`src/rtl/uart_rx_fsm.sv`:
```
// UART receive control FSM: start detection, oversample/bit counters and checker strobes.
// Optional macro UART_RX_ERR_FLAGS_EN adds par_err_flag / stp_err_flag outputs.
module uart_rx_fsm #(
   parameter int unsigned DATA_WIDTH = 8,
   parameter int unsigned PRESC_W    = 6
) (
   input  logic               CLK,
   input  logic               RST,
   input  logic               RX_IN,
   input  logic               PAR_EN,
   input  logic [PRESC_W-1:0] Prescale,
   input  logic               strt_glitch,
   input  logic               par_err,
   input  logic               stp_err,
   output logic [PRESC_W-1:0] edge_cnt,
   output logic [3:0]         bit_cnt,
   output logic               dat_samp_en,
   output logic               deser_en,
   output logic               strt_chk_en,
   output logic               par_chk_en,
   output logic               stp_chk_en,
`ifdef UART_RX_ERR_FLAGS_EN
   output logic               par_err_flag,
   output logic               stp_err_flag,
`endif
   output logic               data_valid
);

   typedef enum logic [2:0] {
      IDLE,
      START,
      DATA,
      PARITY,
      STOP
   } state_t;

   state_t               r_state;
   state_t               w_state_nxt;
   logic                 r_par_flag;
   logic                 w_par_flag_nxt;
   logic [PRESC_W-1:0]   w_chk_pt;
   logic [PRESC_W-1:0]   w_end_pt;
   logic [PRESC_W-1:0]   w_edge_nxt;
   logic [3:0]           w_bit_nxt;
   logic                 w_bit_end;
   logic                 w_at_chk;
   logic                 w_dv_nxt;
   logic                 w_perr_nxt;
   logic                 w_serr_nxt;

   assign w_chk_pt  = (Prescale >> 1) + PRESC_W'(2);
   assign w_end_pt  = Prescale - PRESC_W'(1);
   // >= rather than == so a mid-frame Prescale reduction still wraps instead of running away
   assign w_bit_end = (edge_cnt >= w_end_pt);

   always_comb begin
      w_state_nxt    = r_state;
      w_edge_nxt     = w_bit_end ? '0 : edge_cnt + PRESC_W'(1);
      w_bit_nxt      = bit_cnt;
      w_par_flag_nxt = r_par_flag;
      w_dv_nxt       = 1'b0;
      w_perr_nxt     = 1'b0;
      w_serr_nxt     = 1'b0;
      case (r_state)
         IDLE: begin
            w_edge_nxt     = '0;
            w_bit_nxt      = '0;
            w_par_flag_nxt = 1'b0;
            if (!RX_IN) w_state_nxt = START;
         end
         START: begin
            if (w_bit_end) begin
               w_bit_nxt   = '0;
               w_state_nxt = strt_glitch ? IDLE : DATA;
            end
         end
         DATA: begin
            if (w_bit_end) begin
               if (bit_cnt >= 4'(DATA_WIDTH - 1)) begin
                  w_bit_nxt   = '0;
                  w_state_nxt = PAR_EN ? PARITY : STOP;
               end else begin
                  w_bit_nxt = bit_cnt + 4'd1;
               end
            end
         end
         PARITY: begin
            if (w_bit_end) begin
               w_par_flag_nxt = par_err;
               w_state_nxt    = STOP;
            end
         end
         STOP: begin
            if (w_bit_end) begin
               w_dv_nxt       = !stp_err && !r_par_flag;
               w_perr_nxt     = r_par_flag;
               w_serr_nxt     = stp_err;
               w_par_flag_nxt = 1'b0;
               w_state_nxt    = IDLE;
            end
         end
         default: begin
            w_state_nxt    = IDLE;
            w_edge_nxt     = '0;
            w_bit_nxt      = '0;
            w_par_flag_nxt = 1'b0;
         end
      endcase
   end

   // strobes are decoded from next-state values so the registered pulse lines up with edge_cnt==S
   assign w_at_chk = (w_edge_nxt == w_chk_pt);

   always_ff @(posedge CLK or posedge RST) begin
      if (RST) begin
         r_state     <= IDLE;
         r_par_flag  <= 1'b0;
         edge_cnt    <= '0;
         bit_cnt     <= '0;
         dat_samp_en <= 1'b0;
         deser_en    <= 1'b0;
         strt_chk_en <= 1'b0;
         par_chk_en  <= 1'b0;
         stp_chk_en  <= 1'b0;
         data_valid  <= 1'b0;
      end else begin
         r_state     <= w_state_nxt;
         r_par_flag  <= w_par_flag_nxt;
         edge_cnt    <= w_edge_nxt;
         bit_cnt     <= w_bit_nxt;
         dat_samp_en <= (w_state_nxt != IDLE);
         deser_en    <= (w_state_nxt == DATA)   && w_at_chk;
         strt_chk_en <= (w_state_nxt == START)  && w_at_chk;
         par_chk_en  <= (w_state_nxt == PARITY) && w_at_chk;
         stp_chk_en  <= (w_state_nxt == STOP)   && w_at_chk;
         data_valid  <= w_dv_nxt;
      end
   end

`ifdef UART_RX_ERR_FLAGS_EN
   always_ff @(posedge CLK or posedge RST) begin
      if (RST) begin
         par_err_flag <= 1'b0;
         stp_err_flag <= 1'b0;
      end else begin
         par_err_flag <= w_perr_nxt;
         stp_err_flag <= w_serr_nxt;
      end
   end
`else
   logic w_unused_flags;
   assign w_unused_flags = w_perr_nxt ^ w_serr_nxt;
`endif

endmodule
```
`config.mk`:
```
export PLATFORM = sky130hd
export DESIGN_NAME = uart_rx_fsm
export DESIGN_NICKNAME = d
export VERILOG_FILES = /design/src/rtl/uart_rx_fsm.sv
export SDC_FILE = /design/constraint.sdc
export NUM_CORES = 1
export LEC_CHECK = 0
export ABC_AREA = 1
export BUFFER_PORTS_ARGS = -buffer_cell sky130_fd_sc_hd__buf_4
export CORE_MARGIN = 3
export CORE_UTILIZATION = 29
export DETAILED_ROUTE_END_ITERATION = 12
export RECOVER_POWER = 25
export SLEW_MARGIN = 15
export SYNTH_ARGS = -nofsm -noshare
export SYNTH_HDL_FRONTEND = slang
export SYNTH_SLANG_ARGS = --single-unit
export TNS_END_PERCENT = 10
```
`constraint.sdc`:
```
create_clock -name CLK -period 4.35 [get_ports CLK]
set_input_delay 0.87 -clock CLK [delete_from_list [all_inputs] [get_ports CLK]]
set_output_delay 0.87 -clock CLK [all_outputs]
set_load 0.1 [all_outputs]
```
==> metrics <==
status finished clean; leakage 1.009 nW; Tcrit/Tclk final a little over two thirds; clock buffer depth 2; Core ar. 0.004534 mm^2; sequential fraction of the synthesis area 35.46%; worst setup path startpoint Prescale[2]; PwrDens 551.0 mW/mm^2; final net count 249; hold path cells 1; number of flops mapped to enable cells by yosys 0; first-pass GRT wire length around 5300 um; Distinct cells, synth 26; Area Growth Syn to Fin 24.20%; mapped cell area 0.001411 mm^2; final count of negative-setup-slack endpoints 0; Max Clock Freq 328.0 MHz; Vias about 1,200; Total Wirelength 3071 um; Max VDD drop 0.2617 mV; Clk pwr share 14.7%; Inserted Clock Buffers 3; CP Cell Sequence buf_4 -> inv_1 -> nand3_1 -> nor3_1 -> xor2_1 -> inv_1 -> ha_1 -> nand2_1 -> inv_2 -> nand2_1 -> nand2_1 -> a21oi_4 -> nor2_1 -> a21oi_1 -> o21ai_0 -> nand2_1 -> inv_2 -> nor2_1; type of origin of the critical path input pin; dominant synthesized flop cell dfrtp_1; number of hold buffers added after CTS 0; row cnt 24; final instance area approximately 0.0018 mm^2; TritonCTS clock tree built; Setup Buffers After CTS 0; routability cong. approximately 0.84; cells after synthesis 193; critical path fanouts, max 15; Int Pwr 451.8 uW; H-tree Lvls 1; GRT Resource Usage Total 11.88%; max cap viols 0; Die Wd 75.76 um; Slew Viols, Final 0; DR DRC count 0; Post-DP Area 0.001698 mm^2; WS Path Type input pin to flip-flop; NetSw 514.0 uW; number of port buffers 28; reg2reg setup slack 2.17 ns; Final min period 3.049 ns; RSZ-0062 raised after global routing no; largest net degree at the start of global routing 21; Switching Fraction 53.22%; clock sink count 20; Worst Skew 0.004357 ns; CP max-delay cell a21oi_4; Reg2Reg Capture Point par_chk_en; WHS Endpoint data_valid; Die Area 0.005740 mm^2; FF-to-FF Start edge_cnt[0]; First-pass DRT Iterations 5; Ys Warns 0; Initial Util 31.13%; Ports 29; Worst setup EP type flip-flop; Via density about 4.3; WL/cell approximately 11 um; CTS resizes 0; actual slew at the worst max-slew pin ~0.78 ns; syn nets 217; Mean Syn Cell Area ~7.3 um^2; initial antenna violation count 0; DPL Wire Length 2505 um; layout cell share with drive strength beyond 1 20.54%; final hold violation count 0; grt ovf 0; CP max stage delay approximately 0.34 ns; worst rel slew slack around 48%; vias in the first global route 1,199; Root Buffer clkbuf_8; setup TNS 0 ns; Clk Latency, worst-skew pair 0.26 ns; most frequent cell on the critical path nand2_1; hold_sp r_par_flag; ys async rst share 100.0%; Antenna Nets Post-Route 0; Comb power frac 57.1%; Seq pwr share 28.1%; Critical Path RT 4.54 ns; register bit count reported by yosys 20; Clock Pin Slew Worst Setup and Hold Paths around 0.08 ns; number of diodes 0; Initial DRC Count 48; Worst Hold Class flip-flop to flip-flop; R2R cell count 13; Worst Path Arrival 3.23 ns; Die Ht 75.76 um
-- power groups by stage --
stage	registers, mW	logic (mW)	clock network, mW
final	0.272	0.552	0.142
after global routing	0.278	0.620	0.154
after CTS	0.272	0.558	0.147
after detailed placement	0.275	0.556	0
after global placement	0.275	0.550	0
after floorplan	0.438	0.265	0
-- through the flow --
step / total power, mW / util, % / setup slack, ns / hold slack (ns) / std cells
floorplan: 0.7035 / - / 1.494 / 0.4099 / 193
detailed placement: 0.8313 / 37.44 / 1.043 / 0.4378 / 285
global route: 1.052 / 38.66 / 0.8722 / 0.4600 / 289
CTS: 0.9766 / 38.66 / 1.296 / 0.4501 / 289
global placement: 0.8249 / 37.44 / 1.099 / 0.4411 / 285
finish: 0.9658 / 38.66 / 1.301 / 0.4500 / 289
-- cell usage after synthesis (2+ instances only) --
library cell | instances | area share [%]
inv_2 | 6 | 1.6
inv_1 | 32 | 8.5
nor2_1 | 17 | 4.5
nand2_1 | 48 | 13
nand2_2 | 2 | 0.89
o21ai_0 | 4 | 1.4
a21oi_1 | 6 | 2.1
xnor2_1 | 3 | 1.9
dfrtp_1 | 20 | 35
nand3_1 | 22 | 7.8
nor3_1 | 2 | 0.71
o21ai_1 | 2 | 0.71
xor2_1 | 6 | 3.7
ha_1 | 11 | 9.8
-- critical path: cells and delay by family --
family / cells / cell delay (ns)
xor gates and xnor gates: 1 / 0.17
adders and majority gates: 1 / 0.28
AOI/OAI and AO/OA: 3 / 0.65
buffers and inverters: 5 / 0.35
and+or+nand+nor: 8 / 0.90
-- layer usage --
layer | routed length, um | track usage [%]
met2 | 1534 | 19.87
met3 | 60 | 1.583
met4 | 10 | 2.913
met5 | 0 | 0
met1 | 1466 | 16.14
-- cells in the final DEF (no fill, tap or decap), types with 6 or more instances in the layout --
cell type,instances
xor2_1,6
inv_1,32
inv_2,6
ha_1,11
a21oi_1,6
dfrtp_1,20
nand2_1,48
buf_4,27
nor2_1,17
nand3_1,22
-- layout make-up --
type,instances,area (um^2)
Clock buffer,4,55.05
Fill cell,483,2781
Inverter,38,142.6
Multi-Input combinational cell,134,763.2
Sequential cell,20,500.5
Tap cell,65,81.33
Timing Repair Buffer,28,210.2
-- flip-flops by register name, indices dropped and copies added, names as in the netlist --
name	flops
r_state	3
data_valid	1
edge_cnt	6
dat_samp_en	1
stp_chk_en	1
par_chk_en	1
deser_en	1
r_par_flag	1
strt_chk_en	1
bit_cnt	4
-- worst max-delay path by stage --
stage,end,slack [ns],cells after the start
after floorplan,deser_en,1.49,18
after global placement,par_chk_en,1.10,18
after detailed placement,par_chk_en,1.04,18
after CTS,par_chk_en,1.30,18
after global routing,par_chk_en,0.87,18
final,par_chk_en,1.30,18
-- kinds of logic (layout without fill, tap and decap cells) --
kind of cell | Yosys count | after routing | share of synthesized area [%]
fa+ha+maj | 11 | 11 | 9.752
flops | 20 | 20 | 35.46
compound gates | 15 | 15 | 6.561
xor+xnor | 9 | 9 | 5.585
simple gates | 99 | 99 | 32.18
buf+inv | 39 | 70 | 10.46
(Power assumes the default switching activity.)
